File: src/rtl/uart_tx_scheduler_if.sv
// Requester and TxUnit signal bundle for uart_tx_scheduler.
// master = scheduler side, slave = requesters + TxUnit side.
interface uart_tx_scheduler_if #(
  parameter int NUM_REQ = 4,
  parameter int DATA_W  = 8
);
  logic [NUM_REQ-1:0]        req_valid;
  logic [NUM_REQ*DATA_W-1:0] req_data;
  logic [NUM_REQ-1:0]        req_ready;
  logic                      tx_send;
  logic [DATA_W-1:0]         tx_data;
  logic                      tx_active;
  logic                      tx_done;

  modport master (
    input  req_valid,
    input  req_data,
    input  tx_active,
    input  tx_done,
    output req_ready,
    output tx_send,
    output tx_data
  );

  modport slave (
    output req_valid,
    output req_data,
    output tx_active,
    output tx_done,
    input  req_ready,
    input  tx_send,
    input  tx_data
  );
endinterface

File: src/rtl/uart_tx_scheduler.sv
// Round-robin arbiter sharing one UART TxUnit among NUM_REQ requesters.
// Optional watchdog abort: define UART_TX_SCHED_TIMEOUT_EN.
module uart_tx_scheduler #(
  parameter int NUM_REQ        = 4,
  parameter int DATA_W         = 8,
  parameter int GAP_CYCLES     = 2,
  parameter int TIMEOUT_CYCLES = 65535
) (
  input  logic                       clock,
  input  logic                       reset,
  uart_tx_scheduler_if.master        bus,
  output logic                       busy,
  output logic [$clog2(NUM_REQ)-1:0] grant_id,
  output logic                       timeout_err
);

  localparam int PW = $clog2(NUM_REQ);
  localparam int GW = (GAP_CYCLES > 1) ? $clog2(GAP_CYCLES + 1) : 1;

  typedef enum logic [1:0] {
    S_IDLE,
    S_SEND,
    S_WAIT,
    S_GAP
  } state_t;

  state_t              r_state;
  state_t              w_state_nxt;
  logic [PW-1:0]       r_ptr;
  logic [PW-1:0]       w_ptr_nxt;
  logic [GW-1:0]       r_gap;
  logic [GW-1:0]       w_gap_nxt;
  logic                r_send;
  logic                w_send_nxt;
  logic [DATA_W-1:0]   r_data;
  logic [DATA_W-1:0]   w_data_nxt;
  logic [PW-1:0]       r_grant;
  logic [PW-1:0]       w_grant_nxt;
  logic                r_err;
  logic                w_err_nxt;
  logic                w_win_vld;
  logic [PW-1:0]       w_win_id;
  logic [PW:0]         w_sum;
  logic [PW-1:0]       w_win_inc;
  logic [NUM_REQ-1:0]  w_ready;
  logic [DATA_W-1:0]   w_win_data;
  logic                w_tmo_hit;

  // Search upward from the pointer; wrap by compare so odd NUM_REQ works.
  always_comb begin
    w_win_vld = 1'b0;
    w_win_id  = '0;
    w_sum     = '0;
    for (int k = 0; k < NUM_REQ; k++) begin
      w_sum = {1'b0, r_ptr} + (PW+1)'(k);
      if (w_sum >= (PW+1)'(NUM_REQ))
        w_sum = w_sum - (PW+1)'(NUM_REQ);
      if (!w_win_vld && bus.req_valid[w_sum[PW-1:0]]) begin
        w_win_vld = 1'b1;
        w_win_id  = w_sum[PW-1:0];
      end
    end
  end

  assign w_win_inc = (w_win_id == PW'(NUM_REQ - 1)) ?
                     '0 : w_win_id + PW'(1);

  assign w_win_data =
    bus.req_data[int'(w_win_id)*DATA_W +: DATA_W];

  assign w_ready = (r_state == S_IDLE && w_win_vld) ?
                   (NUM_REQ'(1) << w_win_id) : '0;

`ifdef UART_TX_SCHED_TIMEOUT_EN
  logic [15:0] r_tmo;

  assign w_tmo_hit = (r_tmo == 16'(TIMEOUT_CYCLES - 1));

  // Held at zero in IDLE so it reads 0 on the first SEND cycle.
  always_ff @(posedge clock or posedge reset) begin
    if (reset)
      r_tmo <= '0;
    else if (r_state == S_SEND || r_state == S_WAIT)
      r_tmo <= r_tmo + 16'd1;
    else
      r_tmo <= '0;
  end
`else
  assign w_tmo_hit = 1'b0;
`endif

  always_comb begin
    w_state_nxt = r_state;
    w_ptr_nxt   = r_ptr;
    w_gap_nxt   = r_gap;
    w_send_nxt  = r_send;
    w_data_nxt  = r_data;
    w_grant_nxt = r_grant;
    w_err_nxt   = 1'b0;
    unique case (r_state)
      S_IDLE: begin
        if (w_win_vld) begin
          w_data_nxt  = w_win_data;
          w_grant_nxt = w_win_id;
          w_ptr_nxt   = w_win_inc;
          w_send_nxt  = 1'b1;
          w_state_nxt = S_SEND;
        end
      end
      S_SEND: begin
        if (bus.tx_active) begin
          w_send_nxt  = 1'b0;
          w_state_nxt = S_WAIT;
        end else if (w_tmo_hit) begin
          w_send_nxt  = 1'b0;
          w_err_nxt   = 1'b1;
          w_state_nxt = S_IDLE;
        end
      end
      S_WAIT: begin
        if (bus.tx_done) begin
          if (GAP_CYCLES == 0) begin
            w_state_nxt = S_IDLE;
          end else begin
            w_gap_nxt   = GW'(GAP_CYCLES);
            w_state_nxt = S_GAP;
          end
        end else if (w_tmo_hit) begin
          w_err_nxt   = 1'b1;
          w_state_nxt = S_IDLE;
        end
      end
      S_GAP: begin
        if (r_gap <= GW'(1)) begin
          w_gap_nxt   = '0;
          w_state_nxt = S_IDLE;
        end else begin
          w_gap_nxt = r_gap - GW'(1);
        end
      end
      default: w_state_nxt = S_IDLE;
    endcase
  end

  always_ff @(posedge clock or posedge reset) begin
    if (reset) begin
      r_state <= S_IDLE;
      r_ptr   <= '0;
      r_gap   <= '0;
      r_send  <= 1'b0;
      r_data  <= '0;
      r_grant <= '0;
      r_err   <= 1'b0;
    end else begin
      r_state <= w_state_nxt;
      r_ptr   <= w_ptr_nxt;
      r_gap   <= w_gap_nxt;
      r_send  <= w_send_nxt;
      r_data  <= w_data_nxt;
      r_grant <= w_grant_nxt;
      r_err   <= w_err_nxt;
    end
  end

  assign bus.req_ready = w_ready;
  assign bus.tx_send   = r_send;
  assign bus.tx_data   = r_data;
  assign busy          = (r_state != S_IDLE);
  assign grant_id      = r_grant;
  assign timeout_err   = r_err;

endmodule
File: src/flat_wrapper.sv
// flat-port wrapper written by rule: the top's interface ports become plain ports
module uart_tx_scheduler_flat 
#(
  parameter int NUM_REQ        = 4,
  parameter int DATA_W         = 8,
  parameter int GAP_CYCLES     = 2,
  parameter int TIMEOUT_CYCLES = 65535
)
  (clock, reset, busy, grant_id, timeout_err, bus_req_valid, bus_req_data, bus_tx_active, bus_tx_done, bus_req_ready, bus_tx_send, bus_tx_data);
  uart_tx_scheduler_if #(.NUM_REQ(NUM_REQ), .DATA_W(DATA_W)) bus_i ();
  input  logic clock;
  input  logic reset;
  output logic busy;
  output logic [$clog2(NUM_REQ)-1:0] grant_id;
  output logic timeout_err;
  input wire logic [$bits(bus_i.req_valid)-1:0] bus_req_valid;
  input wire logic [$bits(bus_i.req_data)-1:0] bus_req_data;
  input wire logic [$bits(bus_i.tx_active)-1:0] bus_tx_active;
  input wire logic [$bits(bus_i.tx_done)-1:0] bus_tx_done;
  output wire logic [$bits(bus_i.req_ready)-1:0] bus_req_ready;
  output wire logic [$bits(bus_i.tx_send)-1:0] bus_tx_send;
  output wire logic [$bits(bus_i.tx_data)-1:0] bus_tx_data;
  assign bus_i.req_valid = bus_req_valid;
  assign bus_i.req_data = bus_req_data;
  assign bus_i.tx_active = bus_tx_active;
  assign bus_i.tx_done = bus_tx_done;
  assign bus_req_ready = bus_i.req_ready;
  assign bus_tx_send = bus_i.tx_send;
  assign bus_tx_data = bus_i.tx_data;
  uart_tx_scheduler #(.NUM_REQ(NUM_REQ), .DATA_W(DATA_W), .GAP_CYCLES(GAP_CYCLES), .TIMEOUT_CYCLES(TIMEOUT_CYCLES)) u_core (.clock(clock), .reset(reset), .bus(bus_i), .busy(busy), .grant_id(grant_id), .timeout_err(timeout_err));
endmodule
File: config.mk
export PLATFORM = sky130hd
export DESIGN_NAME = uart_tx_scheduler_flat
export DESIGN_NICKNAME = d
export VERILOG_FILES = /design/src/rtl/uart_tx_scheduler_if.sv /design/src/rtl/uart_tx_scheduler.sv /design/src/flat_wrapper.sv
export SDC_FILE = /design/constraint.sdc
export NUM_CORES = 1
export LEC_CHECK = 0
export CAP_MARGIN = 20
export CORE_MARGIN = 8
export CORE_UTILIZATION = 38
export CTS_BUF_LIST = sky130_fd_sc_hd__clkbuf_2
export DETAILED_ROUTE_END_ITERATION = 8
export PLACE_DENSITY = 0.87
export SYNTH_ARGS = -nofsm -noshare
export SYNTH_HDL_FRONTEND = slang
export SYNTH_SLANG_ARGS = --single-unit
File: constraint.sdc
create_clock -name clock -period 1.9 [get_ports clock]
set_clock_uncertainty 0.2 [all_clocks]
set_input_delay 0.38 -clock clock [delete_from_list [all_inputs] [get_ports clock]]
set_output_delay 0.38 -clock clock [all_outputs]
set_load 0.1 [all_outputs]
==> results of run 1 <==
worst min path at each step:
| stage | startpoint | depth (start not counted) | end |
|---|---|---|---|
| 2_1_floorplan | reset | 1 | u_core.bus.tx_data[0] |
| 3_3_place_gp | u_core.r_gap[0] | 1 | u_core.r_gap[0] |
| 3_5_place_dp | u_core.r_gap[0] | 1 | u_core.r_gap[0] |
| 4_1_cts | reset | 3 | u_core.bus.tx_send |
| 5_1_grt | reset | 3 | u_core.bus.tx_send |
| 6_report | reset | 3 | u_core.bus.tx_send |
Yosys cell counts:
library cell / n
dfrtp_1: 17
mux2i_1: 11
nand2_1: 11
a21oi_1: 8
a21o_1: 7
inv_1: 7
nor2_1: 7
o21ai_1: 7
a22oi_1: 6
ha_1: 5
o21ai_0: 5
buf_6: 3
a211o_1: 2
nand2b_1: 2
nor3_2: 2
o221ai_2: 2
a21boi_1: 1
and2_1: 1
buf_4: 1
buf_8: 1
conb_1: 1
inv_2: 1
mux2_1: 1
nor2b_1: 1
nor3_1: 1
nor3_4: 1
nor4_2: 1
o2111a_1: 1
o211ai_1: 1
o21a_1: 1
o22a_2: 1
o31ai_1: 1
o32a_1: 1
or3b_4: 1
state kept, by name, indices dropped and copies added, names as in the netlist:
| name | count |
|---|---|
| u_core.r_gap | 2 |
| u_core.r_state | 2 |
| u_core.grant_id | 2 |
| u_core.bus.tx_data | 8 |
| u_core.bus.tx_send | 1 |
| u_core.r_ptr | 2 |
layout make-up:
cell class                 count  area (sq um)
clock buffer                   3          15.0
inverter                       8          33.8
clock inverter                 1          5.00
multi-input combinational     90           795
tap                           33          41.3
sequential                    17           427
fill                         181           647
timing repair buffer          93          1010
through the flow:
stage / utilization [%] / instances / total power, W / hold slack (ns) / TNS [ns]
6_report: 78.3 / 245 / 0.00438 / 0.178 / -2.81
5_1_grt: 78.3 / 245 / 0.00458 / 0.153 / -3.83
4_1_cts: 74.1 / 238 / 0.00411 / 0.161 / -2.79
3_5_place_dp: 71.3 / 231 / 0.00381 / 0.285 / -9.05
3_3_place_gp: 71.3 / 231 / 0.00370 / 0.254 / -7.86
2_1_floorplan: - / 120 / 0.00265 / 0.106 / -5.06
kinds of logic (layout without fill, tap and decap cells):
family / Yosys count / after routing / share of synthesized area [%]
adders and majority gates: 5 / 5 / 5.38
and+or+nand+nor: 28 / 28 / 13.5
AOI/OAI and AO/OA: 44 / 44 / 26.3
other: 1 / 1 / 0.322
muxes: 12 / 12 / 10.4
buffers and inverters: 13 / 105 / 7.42
DFF: 17 / 17 / 36.6
timing repair:
| action | in CTS | in global routing |
|---|---|---|
| buffers inserted | 5 | 11 |
| gates resized for setup | 16 | 18 |
| pin swaps | 3 | 2 |
| setup endpoints to repair | 16 | 17 |
| hold buffers | 0 | 0 |
per-layer routing:
metal / part of all wire (%) / vias to the layer above / track usage (%)
met1: 38 / 634 / 18.0
met2: 53 / 61 / 33.5
met3: 6.7 / 10 / 4.18
li1: - / 618 / -
met5: 0 / - / 0
met4: 2.7 / 0 / 6.93
power by group:
| group | switching (W) | internal [W] |
|---|---|---|
| combinational | 0.00197 | 0.00150 |
| sequential | 0.000202 | 0.000545 |
| clock | 0.000112 | 0.0000477 |
| total | 0.00228 | 0.00209 |
cell usage in the layout (no fill, tap or decap), types with 3 or more instances in the layout:
cell and count:
buf_12 16, o21ai_1 8, inv_1 4, a21o_1 7, a21oi_1 5, buf_6 6, clkdlybuf4s50_1 36, nand2_1 11
dlygate4sd2_1 3, dfrtp_1 16, mux2i_1 9, nor2_1 5, buf_4 32, ha_4 3, o21ai_0 3, a22oi_2 4
clkbuf_2 3, inv_2 3
worst reg2reg max path, cell delays in order (launching register included):
cell and delay [ns]:
dfrtp_2 0.48, or3b_4 0.41, o221ai_4 0.09, buf_4 0.26, mux2i_2 0.27, nor3_2 0.05, a211o_1 0.26
==> flow_summary.toml, run 1 <==
[status]
outcome = "finished, violations left"
violations = "negative setup slack"

[final_layout]
antenna_cells = 0
layout-drive-gt1-share_pct = 42.9
design_area_final_sq_mm = 0.00233
layout.nets = 258
area_growth_pct = 100

[critical_path]
worst_setup_path_end_kind = "output pin"
crit_slowest_cell = "dfrtp_2"
crit_path_launch = "u_core.r_ptr[1]"
crit_path_cell_trace = "or3b_4, o221ai_4, inv_2, ha_4, and2_4, buf_12"
critPathCapture = "bus_req_ready[3]"
dominant_delay_contributor_by_cell_family_on_the_critical_path = "simple AND/OR/NAND/NOR gates"
critical_path.reg2reg.startpoint = "u_core.r_ptr[1]"
path_class = "reg2out"
timing.critical_path.slowest_cell_delay_ns = 0.48
cp.buffers_inverters = 2
critical_path.max_fanout = 5
critical_path_required_ns = 1.32
rr_endpoint = "u_core.bus.tx_data[1]"
cp.arrival_ns = 1.82
rr_worst_depth = 6
setup.reg_to_reg.worst_slack_ns = -0.22
kind_of_start_point_of_the_critical_path = "flip-flop"
cp_num_cells = 6

[placed_design]
hpwl_mm = 3.39
globalplace.congestion = 0.830
placedInstanceArea_sq_mm = 0.00212
port-buffer-count = 55
setup_ws_pre_cts_ns = -0.691

[clock_tree]
h-tree-depth = 1
numClockSinks = 17
cts-root-buf = "clkbuf_2"
tritoncts.num_buffers = 3
tritoncts = "built"
clk_latency_ns = 0.29
clk_transition_reported_paths_ns = 0.16
cts.path.max_buffers = 2

[route]
drcViolationCount = 0
initial_drt_markers = 60
route.antenna.remaining_nets = 0
avgViaCountPerCell = 5.40
dr_total_vias = 1323
wire_per_inst_um = 18.8
drtPass1Iterations = 4
detail_route.wirelength_mm = 4.60

[die]
die_height_um = 71.3
initial_core_util_pct = 39.1
fp-row-count = 20
die_boundary_width_um = 71.3
io_pins = 57
die_area_sq_mm = 0.00509
design.core.area_sq_mm = 0.00298

[global_route]
grt_use_total_pct = 17.6
total_overflow_reported_by_the_global_router = 0
first_global_vias = 1517
grt_max_degree = 18
antenna_found_initial = 0
grt_pass1_wl_mm = 7.18

[yosys]
synth_cells = 120
synth.yosys.warnings = 0
synth.yosys.seq_area_share_pct = 36.6
synth.area.top_cells = "dfrtp_1 37%, mux2i_1 9.5%, ha_1 5.4%"
synth_top_area_cell = "dfrtp_1"
syn_avg_cell_area_sq_um = 9.70
netlist_area_sq_mm = 0.00116
yosys.cell_types.count = 34
synth.top_cell.area_share_pct = 36.6
synth_nets = 165
yosys_register_bits = 17

[pwr]
worst_ir_drop_vdd_uv = 1350
powerDensity_mw_per_mm2 = 1880
leakage_nw = 1.07

[sta]
setup_slack_ns = -0.501
final-max-slew-violation-count = 0
setup_viol = 13
achievable-frequency_ghz = 0.416
timing.final.crit_share_pct = 126
final_hold_viol_count = 0
setup_repair_after_global_routing_missed_its_margin = "yes"
timing.final.crit_period_ns = 2.40

[worst_hold_path]
min_path_type = "in2async"

[job]
timing.max_cap.violations = 0
Note: power is estimated with default switching activity, not from simulation.
==> run 2: changes to the inputs <==
--- a/config.mk
+++ b/config.mk
@@ -5,6 +5,7 @@
 export SDC_FILE = /design/constraint.sdc
 export NUM_CORES = 1
 export LEC_CHECK = 0
+export ABC_CLOCK_PERIOD_IN_PS = 1900
 export CAP_MARGIN = 20
 export CORE_MARGIN = 8
 export CORE_UTILIZATION = 38
==> results of run 2 <==
No change in the layout: final DEF, timing and power equal those of run 1.
==> run 3: changes to the inputs <==
--- a/config.mk
+++ b/config.mk
@@ -11,6 +11,7 @@
 export CORE_UTILIZATION = 38
 export CTS_BUF_LIST = sky130_fd_sc_hd__clkbuf_2
 export DETAILED_ROUTE_END_ITERATION = 8
+export HOLD_SLACK_MARGIN = 0.02
 export PLACE_DENSITY = 0.87
 export SYNTH_ARGS = -nofsm -noshare
 export SYNTH_HDL_FRONTEND = slang
==> results of run 3 <==
No change in the layout: final DEF, timing and power equal those of run 1.
